$ cat config.mk
export PLATFORM = sky130hd
export DESIGN_NAME = nios_input_conditioner
export DESIGN_NICKNAME = d
export VERILOG_FILES = /design/src/rtl/nios_io_pkg.sv /design/src/rtl/debounce_bit.sv /design/src/rtl/nios_input_conditioner.sv
export SDC_FILE = /design/constraint.sdc
export NUM_CORES = 1
export LEC_CHECK = 0
export CAP_MARGIN = 10
export CORE_ASPECT_RATIO = 2
export CORE_UTILIZATION = 41
export DETAILED_ROUTE_END_ITERATION = 8
export GPL_TIMING_DRIVEN = 0
export PLACE_DENSITY = 0.58
export RECOVER_POWER = 50
export SLEW_MARGIN = 20
export SYNTH_ARGS = -nofsm -noshare
export SYNTH_HDL_FRONTEND = slang
export SYNTH_SLANG_ARGS = --single-unit
$ cat constraint.sdc
create_clock -name clk_clk -period 2.8 [get_ports clk_clk]
set_input_delay 0.28 -clock clk_clk [delete_from_list [all_inputs] [get_ports clk_clk]]
set_output_delay 0.28 -clock clk_clk [all_outputs]
set_load 0.005 [all_outputs]
$ cat src/rtl/nios_io_pkg.sv
// Shared constants and helpers for the nios board input conditioner.
package nios_io_pkg;

    localparam int unsigned N_BTN                   = 4;
    localparam int unsigned N_SW                    = 10;
    localparam int unsigned DEBOUNCE_CYCLES_DEFAULT = 500000;

    // Counter only needs to reach DEBOUNCE_CYCLES-1; clamp to at least one bit.
    function automatic int unsigned cnt_width(input int unsigned cycles);
        return (cycles < 2) ? 1 : $clog2(cycles);
    endfunction

endpackage

$ cat src/rtl/debounce_bit.sv
// One input channel: 2-flop synchroniser, stability counter, accepted level and
// registered one-cycle rise/fall pulses aligned with the level change.
module debounce_bit
    import nios_io_pkg::*;
#(
    parameter int unsigned DEBOUNCE_CYCLES = DEBOUNCE_CYCLES_DEFAULT,
    parameter bit          RESET_VAL       = 1'b0
) (
    input  logic clk_clk,
    input  logic reset_reset_n,
    input  logic din,
    output logic level,
    output logic rise,
    output logic fall
);

    localparam int unsigned   CW      = cnt_width(DEBOUNCE_CYCLES);
    localparam logic [CW-1:0] CNT_MAX = CW'(DEBOUNCE_CYCLES - 1);

    logic          sync1_q;
    logic          sync2_q;
    logic          level_q, level_d;
    logic [CW-1:0] cnt_q, cnt_d;
    logic          rise_q, rise_d;
    logic          fall_q, fall_d;

    always_ff @(posedge clk_clk or negedge reset_reset_n) begin
        if (!reset_reset_n) begin
            sync1_q <= RESET_VAL;
            sync2_q <= RESET_VAL;
            level_q <= RESET_VAL;
            cnt_q   <= '0;
            rise_q  <= 1'b0;
            fall_q  <= 1'b0;
        end else begin
            sync1_q <= din;
            sync2_q <= sync1_q;
            level_q <= level_d;
            cnt_q   <= cnt_d;
            rise_q  <= rise_d;
            fall_q  <= fall_d;
        end
    end

    // Any sample matching the accepted level restarts the stability window.
    always_comb begin
        level_d = level_q;
        cnt_d   = '0;
        rise_d  = 1'b0;
        fall_d  = 1'b0;
        if (sync2_q != level_q) begin
            if (cnt_q == CNT_MAX) begin
                level_d = sync2_q;
                rise_d  = sync2_q;
                fall_d  = ~sync2_q;
            end else begin
                cnt_d = cnt_q + CW'(1);
            end
        end
    end

    assign level = level_q;
    assign rise  = rise_q;
    assign fall  = fall_q;

endmodule

$ cat src/rtl/nios_input_conditioner.sv
// Debounces board buttons and switches for the nios PIO inputs and derives
// press/release/change events plus a sticky write-1-to-clear press capture.
module nios_input_conditioner #(
    parameter int unsigned DEBOUNCE_CYCLES = nios_io_pkg::DEBOUNCE_CYCLES_DEFAULT,
    parameter int unsigned N_BTN           = nios_io_pkg::N_BTN,
    parameter int unsigned N_SW            = nios_io_pkg::N_SW
) (
    input  logic             clk_clk,
    input  logic             reset_reset_n,
    input  logic [N_BTN-1:0] key_n,
    input  logic [N_SW-1:0]  sw,
    output logic [N_BTN-1:0] button_export,
    output logic [N_SW-1:0]  switch_export,
    output logic [N_BTN-1:0] btn_press,
    output logic [N_BTN-1:0] btn_release,
    output logic [N_SW-1:0]  sw_changed,
    output logic [N_BTN-1:0] edge_capture,
    input  logic [N_BTN-1:0] edge_clear
);

    logic [N_BTN-1:0] key_level, key_rise, key_fall;
    logic [N_SW-1:0]  sw_level, sw_rise, sw_fall;
    logic [N_BTN-1:0] edge_capture_q, edge_capture_d;

    // Button pins idle high, so their channels reset to the released level.
    for (genvar i = 0; i < N_BTN; i++) begin : g_btn
        debounce_bit #(
            .DEBOUNCE_CYCLES (DEBOUNCE_CYCLES),
            .RESET_VAL       (1'b1)
        ) u_debounce (
            .clk_clk       (clk_clk),
            .reset_reset_n (reset_reset_n),
            .din           (key_n[i]),
            .level         (key_level[i]),
            .rise          (key_rise[i]),
            .fall          (key_fall[i])
        );
    end

    for (genvar j = 0; j < N_SW; j++) begin : g_sw
        debounce_bit #(
            .DEBOUNCE_CYCLES (DEBOUNCE_CYCLES),
            .RESET_VAL       (1'b0)
        ) u_debounce (
            .clk_clk       (clk_clk),
            .reset_reset_n (reset_reset_n),
            .din           (sw[j]),
            .level         (sw_level[j]),
            .rise          (sw_rise[j]),
            .fall          (sw_fall[j])
        );
    end

    // Pin falling edge is a press once polarity is flipped.
    always_comb begin
        button_export = ~key_level;
        btn_press     = key_fall;
        btn_release   = key_rise;
        switch_export = sw_level;
        sw_changed    = sw_rise | sw_fall;
    end

    // Set wins over a simultaneous clear.
    always_comb begin
        edge_capture_d = (edge_capture_q & ~edge_clear) | btn_press;
    end

    always_ff @(posedge clk_clk or negedge reset_reset_n) begin
        if (!reset_reset_n) begin
            edge_capture_q <= '0;
        end else begin
            edge_capture_q <= edge_capture_d;
        end
    end

    assign edge_capture = edge_capture_q;

endmodule

==> results of run 1 <==
[how the worst max path moves through the flow]
stage                                      startpoint                                      to  slack (ns)  cells past startpoint
2_1_floorplan  g_sw[4].u_debounce.cnt_q[12]$_DFF_PN0_    g_sw[4].u_debounce.level$_DFFE_PN0P_        0.72                      4
3_3_place_gp                            reset_reset_n       g_sw[5].u_debounce.fall$_DFF_PN0_      -13.55                      1
3_5_place_dp    g_sw[2].u_debounce.cnt_q[0]$_DFF_PN0_  g_sw[2].u_debounce.cnt_q[11]$_DFF_PN0_        0.25                      7
4_1_cts         g_sw[2].u_debounce.cnt_q[0]$_DFF_PN0_  g_sw[2].u_debounce.cnt_q[11]$_DFF_PN0_        0.23                      7
5_1_grt         g_sw[7].u_debounce.cnt_q[0]$_DFF_PN0_   g_sw[7].u_debounce.cnt_q[6]$_DFF_PN0_        0.01                      7
6_report        g_sw[5].u_debounce.cnt_q[0]$_DFF_PN0_  g_sw[5].u_debounce.cnt_q[10]$_DFF_PN0_        0.31                      7
[cell usage after synthesis (all sizes together), types with 22 or more instances]
library cell  number  area, µm²
or4               47        357
nand4             75        475
nor4              38        238
nor3              24        120
nand3            101        505
buf               25        173
a21oi             68        340
nand2             86        323
and4              22        193
nor2             186        698
or3               39        244
o21ai             37        189
xor2              86        753
and3              39        245
xnor2             98        858
inv               32        120
clkbuf            29        111
nor3b             28        210
o31ai             43        348
dfrtp            328       8210
[cell families after synthesis]
| logic type | Yosys count | synth area share [%] |
|---|---|---|
| flops | 340 | 53.7 |
| fa+ha+maj | 14 | 1.10 |
| buf+inv | 86 | 2.55 |
| compound gates | 153 | 5.77 |
| simple gates | 748 | 25.7 |
| mux | 14 | 1.02 |
| xor+xnor | 184 | 10.2 |
[per-stage QoR]
| stage | instances | TNS [ns] | hold slack (ns) |
|---|---|---|---|
| after floorplan | 1539 | 0 | -0.0156 |
| after global placement | 2109 | -4531.30 | 0.335 |
| after detailed placement | 2112 | 0 | 0.301 |
| after CTS | 2177 | 0 | 0.132 |
| after global routing | 2177 | 0 | 0.280 |
| final | 2177 | 0 | 0.288 |
[state kept, by name, indices dropped and copies added, names as in the netlist]
register,count
g_sw.u_debounce.rise,10
g_btn.u_debounce.fall,4
g_btn.u_debounce.cnt_q,76
edge_capture,4
g_btn.u_debounce.sync2_q,4
g_sw.u_debounce.fall,10
g_sw.u_debounce.cnt_q,190
g_sw.u_debounce.sync1_q,10
g_btn.u_debounce.level,4
g_sw.u_debounce.level,10
g_btn.u_debounce.rise,4
g_sw.u_debounce.sync2_q,10
g_btn.u_debounce.sync1_q,4
[metal layers]
metal / vias up / share of wire [%] / global-route usage, %
met5: - / 0 / 0
met4: 0 / 3.2 / 7.36
met3: 71 / 2.8 / 2.34
met2: 176 / 57 / 32.9
met1: 5796 / 37 / 17.3
li1: 5685 / - / -
[repair_timing]
item | in CTS | in global routing
hold buffers | 1 | 0
setup endpoints to repair | 0 | 3
gates resized for setup | 0 | 1
endpoints found under the hold margin | 72 | 0
[critical path: cells and delay by family (launching register included)]
family	cells	cell delay, ns
compound gates	1	0.78
fa+ha+maj	1	0.23
buf+inv	2	0.58
flops	1	0.39
simple gates	3	0.38
[area by class of cell]
class                   instances  area, µm²
multi-input cells            1113       6950
inverters                      32        120
fillers                      3560      19700
well taps                     515        644
clock buffers                  54       1060
plain buffers                  54        284
clock inverters                10        136
repair buffers                 59        621
flip-flops and latches        340       8520
[power groups by stage]
stage	Clock [W]	Sequential (W)	Combinational, W
after floorplan	0	0.00513	0.000136
after global placement	0	0.00515	0.000304
after detailed placement	0	0.00515	0.000324
after CTS	0.00504	0.00506	0.000326
after global routing	0.00521	0.00507	0.000354
final	0.00483	0.00506	0.000301
==> results.md, run 1 <==
- Final Wtd Congestion: 0.827
- Clk_skew: 0.0108 ns
- Routed WL: 31,600 µm
- IO Pins: 56
- CP max FO: 10
- Die Ht: 280 µm
- CTS buffer count: 36
- Reg power frac: 49.6%
- CP arrival: 2.88 ns
- Post-CTS Setup Repair Bufs: 0
- Clock-pin transition on the worst setup and hold timing paths: 0.06 ns
- Average size of a mapped cell: 10.3 µm²
- Fin area: 18,300 µm²
- Initial Util: 41.7%
- Placed inst area: 17,200 µm²
- WP data required: 3.19 ns
- Worst R2R Start: g_sw[5].u_debounce.cnt_q[0]$_DFF_PN0_
- DP Worst Slack: 0.247 ns
- Rel. slew slack: 18.5%
- Post-Syn Instances: 1,539
- Total design power: 0.0102 W
- R2R Setup Slk: 0.31 ns
- DRC viols: 0
- Yosys warns: 0
- Post-route core utilization: 48.2%
- Pin count of the biggest net entering global routing: 99
- Vias post-DR: 11.7k
- First-pass GRT wire length: 55,300 µm
- IO Port Bufs: 55
- Asr flop ratio synth: 100%
- Main synth FF type: dfrtp_1
- Antenna violations before repair: 0
- Hold WC Path Type: in -> async
- Sequential share of the synthesized area: 53.7%
- Slew Limit Fails: 0
- CP peak stage delay: 0.78 ns
- Worst Setup Path Type: reg -> reg
- P_sw: 0.00221 W
- RSZ-0062 raised after global routing: no
- Global route total overflow: 0
- Clock Latency Late Sink: 0.52 ns
- VDD IR max: 0.000444 V
- Vias in the first global route: 12.1k
- H-Tree Depth: 2
- Die area: 39,600 µm²
- Cell-internal power: 0.00798 W
- Max_cap viols: 0
- Post-synthesis register bit count: 340
- Worst-Margin Slew: 1.22 ns
- Worst setup margin: 0.308 ns
- Critical Path Sink Type: flop
- Mapped Area: 15,900 µm²
- Final hold vios: 0
- First drt pass iteration count: 6
- Max Clock Freq: 401 MHz
- Most common library cell in the layout ignoring fill and taps: dfrtp_1
- CTS sink count: 340
- Final min period: 2.49 ns
- Diode count: 0
- Slowest CP cell: o31ai_1
- Crit start category: flop
- Die X: 141 µm
- Routed wire length per instance: 14.5 µm
- Critical Path, Cell by Cell: ha_1 -> and4_1 -> clkbuf_1 -> nand3_1 -> o31ai_1 -> buf_2 -> nor2_1
- Bufs on Longest Clock Path: 3
- Final setup violation count: 0
- Reg2Reg Depth: 7
- Final #Nets: 1,670
- # rows: 101
- Fin crit share: 89.0%
- GRT Total Usage: 16.8%
- Power per cell area: 556 nW/µm²
- Yosys cell types: 46
- Reg2reg end: g_sw[5].u_debounce.cnt_q[10]$_DFF_PN0_
- Status: finished, final reports clean
- Comb pwr share: 3.0%
- Core area: 38,000 µm²
- TritonCTS clock tree: built
- Post-synth EDFFs: 0
- Detailed-route vias per instance: 5.39
- Most frequent cells in the layout: 328 x dfrtp_1, 186 x nor2_1, 101 x nand3_1
- HPWL after DPL: 22,300 µm
- Switching Fraction: 21.6%
- Layout cells sized above 1: 8.48%
- Syn-to-layout area delta: 15.5%
- Post-DRT Antenna Nets: 0
- P_leak: 7.46 nW
- Post-synthesis net count: 1,573
- Clock network power share: 47.4%
- Root buf cell: clkbuf_16
- Number of DRC markers in iteration 0: 370
(Power assumes the default switching activity.)
==> run 2, diff against run 1 <==
TNS_END_PERCENT = 50   (was unset)
==> results of run 2 <==
Final layout, timing and power as in run 1 (identical DEF).
